--- src/rtl/mul_share_arbiter.sv ---
// mul_share_arbiter: round-robin sequencer sharing one combinational 32x32 multiplier between two requesters.
// Optional feature macro MUL_ARB_STATS_EN enables per-requester completed-operation counters.
module mul_share_arbiter #(
  parameter int unsigned MUL_LAT = 1
) (
  input  logic        clk,
  input  logic        rst_n,
  input  logic        r0_req_valid,
  output logic        r0_req_ready,
  input  logic [31:0] r0_a,
  input  logic [31:0] r0_b,
  input  logic        r0_signed,
  output logic        r0_rsp_valid,
  input  logic        r0_rsp_ready,
  input  logic        r1_req_valid,
  output logic        r1_req_ready,
  input  logic [31:0] r1_a,
  input  logic [31:0] r1_b,
  input  logic        r1_signed,
  output logic        r1_rsp_valid,
  input  logic        r1_rsp_ready,
  output logic [63:0] rsp_product,
  output logic [31:0] mul_a,
  output logic [31:0] mul_b,
  output logic        mul_signed,
  input  logic [63:0] mul_product,
  output logic [31:0] stat_cnt0,
  output logic [31:0] stat_cnt1
);
  localparam int unsigned CW = 4;

  typedef enum logic [1:0] {IDLE, WAIT, RESP} state_t;

  state_t        state, state_nxt;
  logic          last;
  logic          owner;
  logic [CW-1:0] cnt;
  logic          gnt0_c, gnt1_c, capture_c, rsp_hs_c;

  always_ff @(posedge clk or negedge rst_n) begin
    if (!rst_n) state <= IDLE;
    else        state <= state_nxt;
  end

  // Next state plus grant/capture/handshake strobes; requester that is not 'last' wins a tie.
  always_comb begin
    state_nxt = state;
    gnt0_c    = 1'b0;
    gnt1_c    = 1'b0;
    capture_c = 1'b0;
    rsp_hs_c  = 1'b0;
    unique case (state)
      IDLE: begin
        if (r0_req_valid && (!r1_req_valid || last)) gnt0_c = 1'b1;
        else if (r1_req_valid)                       gnt1_c = 1'b1;
        if (gnt0_c || gnt1_c) state_nxt = WAIT;
      end
      WAIT: begin
        if (cnt == '0) begin
          capture_c = 1'b1;
          state_nxt = RESP;
        end
      end
      RESP: begin
        rsp_hs_c = owner ? (r1_rsp_valid && r1_rsp_ready) : (r0_rsp_valid && r0_rsp_ready);
        if (rsp_hs_c) state_nxt = IDLE;
      end
      default: state_nxt = IDLE;
    endcase
  end

  // Grants are combinational; forced low while reset is asserted.
  assign r0_req_ready = gnt0_c & rst_n;
  assign r1_req_ready = gnt1_c & rst_n;

  // Operand, settle counter and response registers; operands double as the multiplier drive.
  always_ff @(posedge clk or negedge rst_n) begin
    if (!rst_n) begin
      last         <= 1'b1;
      owner        <= 1'b0;
      cnt          <= '0;
      mul_a        <= '0;
      mul_b        <= '0;
      mul_signed   <= 1'b0;
      rsp_product  <= '0;
      r0_rsp_valid <= 1'b0;
      r1_rsp_valid <= 1'b0;
    end else begin
      if (gnt0_c || gnt1_c) begin
        mul_a      <= gnt1_c ? r1_a : r0_a;
        mul_b      <= gnt1_c ? r1_b : r0_b;
        mul_signed <= gnt1_c ? r1_signed : r0_signed;
        owner      <= gnt1_c;
        last       <= gnt1_c;
        cnt        <= CW'(MUL_LAT - 1);
      end
      if (state == WAIT && !capture_c) cnt <= cnt - CW'(1);
      if (capture_c) begin
        rsp_product  <= mul_product;
        r0_rsp_valid <= ~owner;
        r1_rsp_valid <= owner;
      end
      if (rsp_hs_c) begin
        r0_rsp_valid <= 1'b0;
        r1_rsp_valid <= 1'b0;
      end
    end
  end

`ifdef MUL_ARB_STATS_EN
  // Completed-operation counters, wrapping at 2^32.
  always_ff @(posedge clk or negedge rst_n) begin
    if (!rst_n) begin
      stat_cnt0 <= '0;
      stat_cnt1 <= '0;
    end else if (rsp_hs_c) begin
      if (owner) stat_cnt1 <= stat_cnt1 + 32'd1;
      else       stat_cnt0 <= stat_cnt0 + 32'd1;
    end
  end
`else
  assign stat_cnt0 = '0;
  assign stat_cnt1 = '0;
`endif

endmodule
--- config.mk ---
export PLATFORM = sky130hd
export DESIGN_NAME = mul_share_arbiter
export DESIGN_NICKNAME = d
export VERILOG_FILES = /design/src/rtl/mul_share_arbiter.sv
export SDC_FILE = /design/constraint.sdc
export NUM_CORES = 1
export LEC_CHECK = 0
export ABC_AREA = 1
export BUFFER_PORTS_ARGS = -buffer_cell sky130_fd_sc_hd__buf_2
export CAP_MARGIN = 10
export CELL_PAD_IN_SITES_DETAIL_PLACEMENT = 0
export CELL_PAD_IN_SITES_GLOBAL_PLACEMENT = 2
export CORE_ASPECT_RATIO = 1.2
export CORE_UTILIZATION = 23
export CTS_CLUSTER_SIZE = 14
export DETAILED_ROUTE_END_ITERATION = 7
export GPL_TIMING_DRIVEN = 1
export PLACE_DENSITY = 0.9
export SLEW_MARGIN = 5
export SYNTH_ARGS = -nofsm -noshare
export SYNTH_HDL_FRONTEND = slang
export SYNTH_SLANG_ARGS = --single-unit
--- constraint.sdc ---
create_clock -name clk -period 1.95 [get_ports clk]
set_clock_uncertainty 0.1 [all_clocks]
set_input_delay 0.0975 -clock clk [delete_from_list [all_inputs] [get_ports clk]]
set_output_delay 0.0975 -clock clk [all_outputs]
set_load 0.01 [all_outputs]
==> impl_metrics.csv, run 1 <==
group,metric,value,unit
place,dpl_worst_slack,0.324,ns
synth,synth.yosys.warnings,0,
power,finalPower,15.2,mW
clock_network,clkTransAtPathRegs,0.06,ns
detailed_routing,wl,23.5,mm
clock_network,cts_buffer_depth,2,
synth,ys_seq_area_share,49.2,%
hold_path,hold_depth,5,
clock_network,numCtsBuffers,17,
synth,yosys-top-cells-area,"dfrtp_1, nand2_1, nand3_1",
finish,drive_above_1_share,26.1,%
status,status,"finished, final reports clean",
timing,tightest_slew,0.898,ns
finish,fillers,3052,
global_routing,grt_pass1_vias,7368,
synth,syn_area_per_cell,7.41,µm²
hold_path,hold_end,"owner",
global_routing,grt_usage,15.1,%
synth,syn_inst,955,
timing,slew_violations,0,
setup_path,r2r_slack,0.32,ns
timing,final-setup-viol-count,0,
detailed_routing,wire_per_inst,12.5,µm
power,power_leakage,6.72,nW
place,dp_hpwl,15.1,mm
clock_network,htreeDepth,4,
floorplanning,rows,69,
setup_path,r2r_start,"state[1]",
synth,ys_seq_elements,139,
finish,stdcell_count,1875,
global_routing,antenna_found_initial,0,
timing,period_minus_slack,1.84,ns
floorplanning,die_h,194,µm
place,post-place-cells,1641,
detailed_routing,viasPerCell,4.01,
detailed_routing,drt_pass1_iterations,4,
clock_network,cts-root-buf,"clkbuf_16",
floorplanning,die-width,162,µm
clock_network,clkLatencyLatePin,0.42,ns
timing,maxSlewHeadroom,39.9,%
clock_network,cts_sinks,139,
synth,yosysTopAreaCell,"dfrtp_1",
detailed_routing,drc,0,
setup_path,reg2regPathDepth,6,
floorplanning,ios,397,
global_routing,gr-total-overflow,0,
finish,seq_area,3480,µm²
finish,nNetsFinal,1673,
synth,synth_area,7070,µm²
place,gp_congestion,0.720,
setup_path,critPathMaxFanout,35,
global_routing,grt_first_pass_wirelength,37.5,mm
flow_run,drv_cap,0,
global_routing,grt_max_degree,80,
power,ir_drop,0.635,mV
place,io_buffers,332,
finish,multiInputGateArea,2590,µm²
floorplanning,start_util,23.6,%
hold_path,hp-start,"r1_req_valid",
floorplanning,die_area,31500,µm²
finish,final_cell_mix,"nand2_1, buf_2, dlygate4sd3_1",
detailed_routing,dr_total_vias,7515,
detailed_routing,ant_nets,0,
timing,fmax,545,MHz
synth,yosysUniqueCellTypes,20,
hold_path,min_path_type,"in -> reg",
clock_network,cts-resized-gates,0,
timing,timing.final.ws_setup,0.114,ns
setup_path,crit_path_end_kind,"output pin",
detailed_routing,drt_iter0_markers,438,
timing,rsz0062_at_grt,"no",
timing,tns,0,ns
timing,hold_viol,0,
setup_path,arrival,1.64,ns
setup_path,path_class,"reg -> out",
synth,synth_top_cell_area_share,48.8,%
setup_path,r2r-end,"mul_b[29]",
setup_path,cp-start-kind,"flop",
setup_path,critPathRequiredTime,1.75,ns
floorplanning,core,30000,µm²
clock_network,cts_tree,"done",
setup_path,crit_start,"last",
power,powerDensity,1310,nW/µm²
finish,syn2layout_area_growth,63.7,%
finish,layout_commonest_cell,"nand2_1",
timing,fin_crit_sh,94.2,%
==> final cells by class <==
type / instances / share of cell area, %
Sequential cell: 139 / 30.1
Clock inverter: 13 / 1.45
Clock buffer: 18 / 3.71
Antenna cell: 2 / 0.0432
Tap cell: 390 / 4.22
Timing Repair Buffer: 547 / 33.5
Multi-Input combinational cell: 624 / 22.4
Inverter: 142 / 4.61
==> per-layer routing <==
layer  vias to the layer above  share of wire [%]  track usage [%]
met5                         -                  0                0
li1                       3760                  -                -
met2                       329                 49             26.5
met1                      3402                 43             17.7
met3                        24                6.4             3.57
met4                         0                1.7             5.63
==> what timing repair did <==
item / 4_1_cts / 5_1_grt
endpoints found under the hold margin: 269 / 0
setup endpoints to repair: 0 / 1
hold buffers: 199 / 0
setup buffers: 0 / 2
==> cell usage after synthesis <==
cell type	number
nor2_1	5
xor2_1	1
nand2_1	403
nor2_2	2
conb_1	1
clkbuf_1	12
dfstp_2	1
buf_1	1
ha_1	2
a21oi_2	1
o21ai_0	6
dfrtp_1	138
buf_4	73
o21ai_2	1
inv_1	139
nand3_1	137
nor4_1	1
nand4_1	1
buf_2	27
inv_2	3
==> worst max-delay path, stage by stage (launching register included) <==
cell	delay, ns
dfstp_2	0.57
a21oi_4	0.08
nand2_2	0.12
buf_12	0.22
nor2_1	0.06
buf_2	0.15
==> per-stage QoR <==
stage	hold slack [ns]	util, %	area [µm²]
5_1_grt	0.181	38.6	11600
6_report	0.180	38.6	11600
3_3_place_gp	-0.140	29.9	8960
3_5_place_dp	-0.137	29.9	8960
2_1_floorplan	-0.298	-	7310
4_1_cts	0.162	38.6	11600
==> worst max path at each step <==
stage,to,cells after the start
detailed placement,mul_a[17],6
CTS,r1_req_ready,5
global placement,cnt[0],5
finish,r1_req_ready,5
floorplan,rsp_product[0],9
global route,r1_req_ready,5
==> sequential cells by signal (all words and copies together), names as in the netlist <==
name	cells
mul_b	32
rsp_product	64
last	1
state	2
cnt	4
mul_signed	1
owner	1
r1_rsp_valid	1
mul_a	32
r0_rsp_valid	1
==> cells by family after synthesis <==
family	synth area share (%)
fa+ha+maj	0.354
xor+xnor	0.124
other cells	0.0530
simple gates	31.7
compound gates	0.672
buf+inv	17.9
flops	49.2
==> where the power goes <==
group / total [mW] / leakage, nW / switching [mW] / internal [mW]
combinational: 6.73 / 4.73 / 4.08 / 2.64
sequential: 5.12 / 1.70 / 0.773 / 4.35
clock: 3.34 / 0.287 / 1.32 / 2.02
Note: power is estimated with default switching activity, not from simulation.
==> inputs of run 2 (changes only) <==
--- a/config.mk
+++ b/config.mk
@@ -16,6 +16,7 @@
 export DETAILED_ROUTE_END_ITERATION = 7
 export GPL_TIMING_DRIVEN = 1
 export PLACE_DENSITY = 0.9
+export RECOVER_POWER = 100
 export SLEW_MARGIN = 5
 export SYNTH_ARGS = -nofsm -noshare
 export SYNTH_HDL_FRONTEND = slang
==> run 2 against run 1 <==
Flip-flop and latch count unchanged. Utilization is 0.67 points lower. Non-clock buffer count is the same. Die area unchanged. Global-route usage unchanged. Cell count hardly changed. Largest power group unchanged. Fmax grew 0.35%. Combinational power is 5.9% lower. Critical endpoint unchanged.
==> impl_metrics.csv, run 2 (synthesized netlist as in run 1, its figures left out) <==
group,metric,value,unit
clock_network,numCtsBuffers,17,
place,dp_hpwl,15.1,mm
timing,slew_violations,0,
clock_network,cts_buffer_depth,2,
hold_path,min_path_type,"in -> reg",
clock_network,cts_sinks,139,
timing,hold_ws,0.162,ns
power,finalPower,14.8,mW
finish,final_util,38.0,%
place,io_buffers,332,
status,status,"finished, final reports clean",
setup_path,path_delay_family,"flip-flops",
floorplanning,rows,69,
setup_path,reg2regPathDepth,7,
global_routing,grt_first_pass_wirelength,37.5,mm
global_routing,antenna_found_initial,0,
finish,largest_reg_flops,64,
clock_network,htreeDepth,4,
detailed_routing,drc,0,
global_routing,grt_max_degree,80,
finish,drive_above_1_share,17.1,%
setup_path,r2r_slack,0.19,ns
place,post-place-cells,1641,
hold_path,hold_depth,5,
finish,postLayoutCellArea,11400,µm²
setup_path,r2r_start,"cnt[0]",
setup_path,crit_path_end_kind,"output pin",
detailed_routing,drt_iter0_markers,407,
global_routing,grt_pass1_vias,7368,
timing,hold_viol,0,
setup_path,critPathRequiredTime,1.75,ns
floorplanning,die_h,194,µm
detailed_routing,ant_nets,0,
global_routing,grt_usage,15.1,%
setup_path,path_class,"reg -> out",
clock_network,cts-resized-gates,0,
hold_path,hold_end,"last",
place,dpl_worst_slack,0.324,ns
setup_path,cp_num_buf_inv,2,
timing,period_minus_slack,1.83,ns
finish,final_cell_mix,"nand2_1, dlygate4sd3_1, buf_2",
place,gp_congestion,0.720,
timing,fin_crit_sh,93.8,%
timing,rsz0062_at_grt,"no",
clock_network,cts-root-buf,"clkbuf_16",
setup_path,critPathMaxFanout,35,
finish,largestRegisters,"rsp_product (64), mul_a (32), mul_b (32)",
place,dpl_cell_area,8960,µm²
finish,regMostFlops,"rsp_product",
power,powerDensity,1310,nW/µm²
setup_path,cp-start-kind,"flop",
flow_run,drv_cap,0,
timing,maxSlewHeadroom,24.3,%
floorplanning,die-width,162,µm
setup_path,cp_slowest_stage_delay,0.57,ns
timing,tns,0,ns
hold_path,hp-start,"r0_req_valid",
floorplanning,core,30000,µm²
timing,tightest_slew,1.14,ns
clock_network,clkLatencyLatePin,0.42,ns
floorplanning,ios,397,
finish,nNetsFinal,1673,
timing,fmax,547,MHz
setup_path,r2r-end,"rsp_product[60]",
setup_path,worstPathCellList,"a21oi_4, nand2_2, buf_12, nor2_1, clkbuf_2",
finish,syn2layout_area_growth,60.8,%
finish,fillers,3145,
detailed_routing,dr_total_vias,7513,
power,ir_drop,0.630,mV
finish,layout_commonest_cell,"nand2_1",
finish,stdcell_count,1874,
global_routing,gr-total-overflow,0,
detailed_routing,wire_per_inst,12.6,µm
detailed_routing,drt_pass1_iterations,5,
floorplanning,die_area,31500,µm²
floorplanning,start_util,23.6,%
clock_network,clkTransAtPathRegs,0.06,ns
detailed_routing,wl,23.6,mm
clock_network,cts_tree,"done",
timing,final-setup-viol-count,0,
power,power_leakage,6.30,nW
setup_path,arrival,1.63,ns
detailed_routing,viasPerCell,4.01,
timing,timing.final.ws_setup,0.120,ns
setup_path,worst_path_max_delay_cell,"dfstp_2",
==> run 2: changes by cell type in the layout (fill, tap and decap cells not counted), moves of 3 or more <==
cell	previous run	this run
buf_2	331	198
buf_4	8	4
clkbuf_1	1	132
clkbuf_2	0	3
clkbuf_4	0	4
==> run 2: worst max path at each step <==
stage	startpoint	to	depth (start not counted)	slack, ns
after floorplan	cnt[0]	rsp_product[0]	9	0.46
after global placement	state[0]	cnt[0]	5	0.32
after detailed placement	state[0]	mul_a[17]	6	0.32
after CTS	state[0]	r1_req_ready	5	0.04
after global routing	cnt[0]	rsp_product[60]	7	0.02
final	last	r1_req_ready	5	0.12
==> run 2: cell type report <==
| cell class | count | area (µm²) | share of cell area [%] |
|---|---|---|---|
| timing repair buffer | 547 | 3700 | 32.5 |
| sequential | 139 | 3480 | 30.6 |
| multi-input combinational | 624 | 2570 | 22.6 |
| inverter | 142 | 533 | 4.69 |
| tap | 390 | 488 | 4.29 |
| clock buffer | 18 | 429 | 3.77 |
| clock inverter | 13 | 168 | 1.47 |
| antenna | 1 | 2.50 | 0.0220 |
==> run 2: power breakdown <==
part | internal (mW) | switching, mW | leakage, nW | total [mW]
Sequential | 4.35 | 0.818 | 1.70 | 5.17
Clock | 2.02 | 1.32 | 0.287 | 3.34
Combinational | 2.26 | 4.07 | 4.31 | 6.33
Total | 8.63 | 6.22 | 6.30 | 14.8
==> run 2: worst min-delay path, cell delays in order <==
cell and delay, ns:
buf_2 0.12, a21oi_4 0.08, nand2_2 0.11, buf_12 0.19
nand2_1 0.07
==> run 2: what timing repair did <==
| action | CTS | global route |
|---|---|---|
| hold buffers | 199 | 0 |
| setup endpoints to repair | 0 | 1 |
| endpoints found under the hold margin | 269 | 0 |
| buffers inserted | 0 | 2 |
==> run 2: routing by layer <==
metal | global-route usage [%] | up-vias | routed length, µm
met4 | 5.63 | 0 | 437
met5 | 0 | - | 0
met2 | 26.5 | 324 | 11400
li1 | - | 3760 | -
met3 | 3.57 | 29 | 1520
met1 | 17.7 | 3400 | 10200
==> inputs of run 3 (changes only) <==
==> config.mk (replaced) <==
export PLATFORM = sky130hd
export DESIGN_NAME = mul_share_arbiter
export DESIGN_NICKNAME = d
export VERILOG_FILES = /design/src/rtl/mul_share_arbiter.sv
export SDC_FILE = /design/constraint.sdc
export NUM_CORES = 1
export LEC_CHECK = 0
export ABC_AREA = 1
export CAP_MARGIN = 10
export CELL_PAD_IN_SITES_DETAIL_PLACEMENT = 0
export CELL_PAD_IN_SITES_GLOBAL_PLACEMENT = 2
export CORE_AREA = 2 2 152 154
export CTS_CLUSTER_SIZE = 14
export DETAILED_ROUTE_END_ITERATION = 7
export DIE_AREA = 0 0 154 156
export DONT_BUFFER_PORTS = 1
export GPL_TIMING_DRIVEN = 1
export PLACE_DENSITY = 0.87
export RECOVER_POWER = 100
export SLEW_MARGIN = 20
export SYNTH_ARGS = -nofsm -noshare
export SYNTH_HDL_FRONTEND = slang
export SYNTH_SLANG_ARGS = --single-unit
==> run 3 against run 2 <==
The flow now finishes with violations (negative hold slack). Routed wire length shrank 8.4%. Critical path depth grew 3. Via count shrank 14%. Largest power group is now registers. Clock-buffer cell count shrank 1. Register-to-register slack lost 0.05 ns. Worst hold slack lost 0.90 ns.
==> impl_metrics.csv, run 3 (synthesized netlist as in run 1, its figures left out) <==
group,metric,value,unit
status,status,"finished, violations left",
status,failed_checks,"negative hold slack",
detailed_routing,dr_total_vias,6441,
setup_path,path_class,"reg -> reg",
timing,rsz0062_at_grt,"no",
setup_path,critPathMaxFanout,66,
global_routing,grt_max_degree,141,
global_routing,grt_usage,17.3,%
finish,fillers,2128,
finish,largestRegisters,"rsp_product (64), mul_a (32), mul_b (32)",
place,io_buffers,0,
detailed_routing,wire_per_inst,15.0,µm
finish,multiInputGateArea,2580,µm²
timing,slew_violations,0,
setup_path,r2r-end,"rsp_product[34]",
floorplanning,die-width,154,µm
hold_path,min_path_type,"in -> async",
setup_path,reg2regPathDepth,8,
clock_network,post_cts_buffers,0,
clock_network,htreeDepth,4,
setup_path,r2r_slack,0.14,ns
clock_network,numCtsBuffers,17,
setup_path,r2r_start,"cnt[0]",
timing,tightest_slew,0.566,ns
timing,final-setup-viol-count,0,
global_routing,gr-total-overflow,0,
finish,syn2layout_area_growth,37.2,%
detailed_routing,drc,0,
global_routing,antenna_found_initial,0,
timing,hold_viol,139,
detailed_routing,top_layer_used,"met4",
floorplanning,ios,397,
timing,period_minus_slack,1.81,ns
setup_path,path_common_cell,"nand2_1",
detailed_routing,wl,21.6,mm
setup_path,cp_num_buf_inv,3,
floorplanning,rows,55,
finish,seq_area,3480,µm²
detailed_routing,viasPerCell,4.49,
detailed_routing,met3_length,1.96,mm
finish,regMostFlops,"rsp_product",
setup_path,cp_slowest_stage_delay,0.36,ns
clock_network,clkLatencyLatePin,0.41,ns
setup_path,critPathRequiredTime,2.14,ns
clock_network,cts-root-buf,"clkbuf_16",
timing,timing.final.ws_setup,0.140,ns
finish,nNetsFinal,1340,
global_routing,grt_pass1_vias,6391,
global_routing,grt_first_pass_wirelength,33.0,mm
clock_network,cts-resized-gates,0,
floorplanning,core,22400,µm²
floorplanning,die_area,24000,µm²
clock_network,cts_tree,"done",
finish,largest_reg_flops,64,
finish,drive_above_1_share,4.43,%
detailed_routing,drt_pass1_iterations,4,
clock_network,cts_sinks,139,
floorplanning,start_util,31.6,%
clock_network,cts_buffer_depth,2,
place,dpl_worst_slack,0.270,ns
detailed_routing,wl_met1,8.18,mm
setup_path,path_delay_family,"buffers and inverters",
timing,fmax,553,MHz
power,ir_drop,0.548,mV
setup_path,worstPathCellList,"inv_1, ha_1, nand2_1, nor2_1, clkinv_1, buf_6, nand2_1, nand2_1",
timing,maxSlewHeadroom,62.3,%
setup_path,crit_path_end_kind,"flop",
setup_path,arrival,2.00,ns
place,gp_congestion,0.796,
clock_network,cts_hold_buf,200,
setup_path,worst_path_max_delay_cell,"dfrtp_1",
power,power_leakage,5.33,nW
floorplanning,die_h,156,µm
setup_path,cp-start-kind,"flop",
finish,layout_commonest_cell,"nand2_1",
detailed_routing,drt_iter0_markers,383,
finish,diodes,0,
flow_run,drv_cap,0,
detailed_routing,wl_met2,10.9,mm
power,powerDensity,1410,nW/µm²
timing,hold_ws,-0.737,ns
place,dp_hpwl,13.9,mm
finish,final_cell_mix,"nand2_1, dlygate4sd3_1, inv_1",
detailed_routing,ant_nets,0,
timing,fin_crit_sh,92.8,%
clock_network,clkTransAtPathRegs,0.07,ns
timing,tns,0,ns
==> run 3: area by class of cell <==
cell class | count | area share, %
multi-input cells | 624 | 26.6
inverters | 142 | 5.49
well taps | 285 | 3.67
repair buffers | 214 | 22.4
flip-flops and latches | 139 | 35.9
clock inverters | 15 | 1.61
clock buffers | 17 | 4.38
==> run 3: how the worst max path moves through the flow <==
stage          startpoint         endpoint  cells past startpoint
2_1_floorplan      cnt[0]   rsp_product[0]                      9
3_3_place_gp     state[0]        mul_b[26]                      5
3_5_place_dp     state[0]        mul_a[30]                      5
4_1_cts          state[0]     r1_req_ready                      4
5_1_grt            cnt[0]  rsp_product[16]                      8
6_report           cnt[0]  rsp_product[34]                      8
==> run 3: layer usage <==
layer | vias to the layer above | GRT usage, %
met4 | 0 | 6.72
li1 | 3091 | -
met1 | 2992 | 18.9
met5 | - | 0
met2 | 322 | 30.8
met3 | 36 | 6.08
==> run 3: report_power, final <==
part	switching, mW	internal (mW)
Combinational	2.65	1.57
Clock	1.40	1.81
Sequential	1.85	4.35
Total	5.90	7.74
==> run 3: per-stage QoR <==
stage	hold WS, ns	util (%)	instance area, µm²	cells	power (mW)
2_1_floorplan	-0.298	-	7310	1018	8.94
3_3_place_gp	-0.295	31.9	7140	1204	10.1
3_5_place_dp	-0.295	31.9	7140	1204	10.2
4_1_cts	-0.760	43.5	9720	1436	13.8
5_1_grt	-0.766	43.4	9700	1436	14.7
6_report	-0.737	43.4	9700	1436	13.6
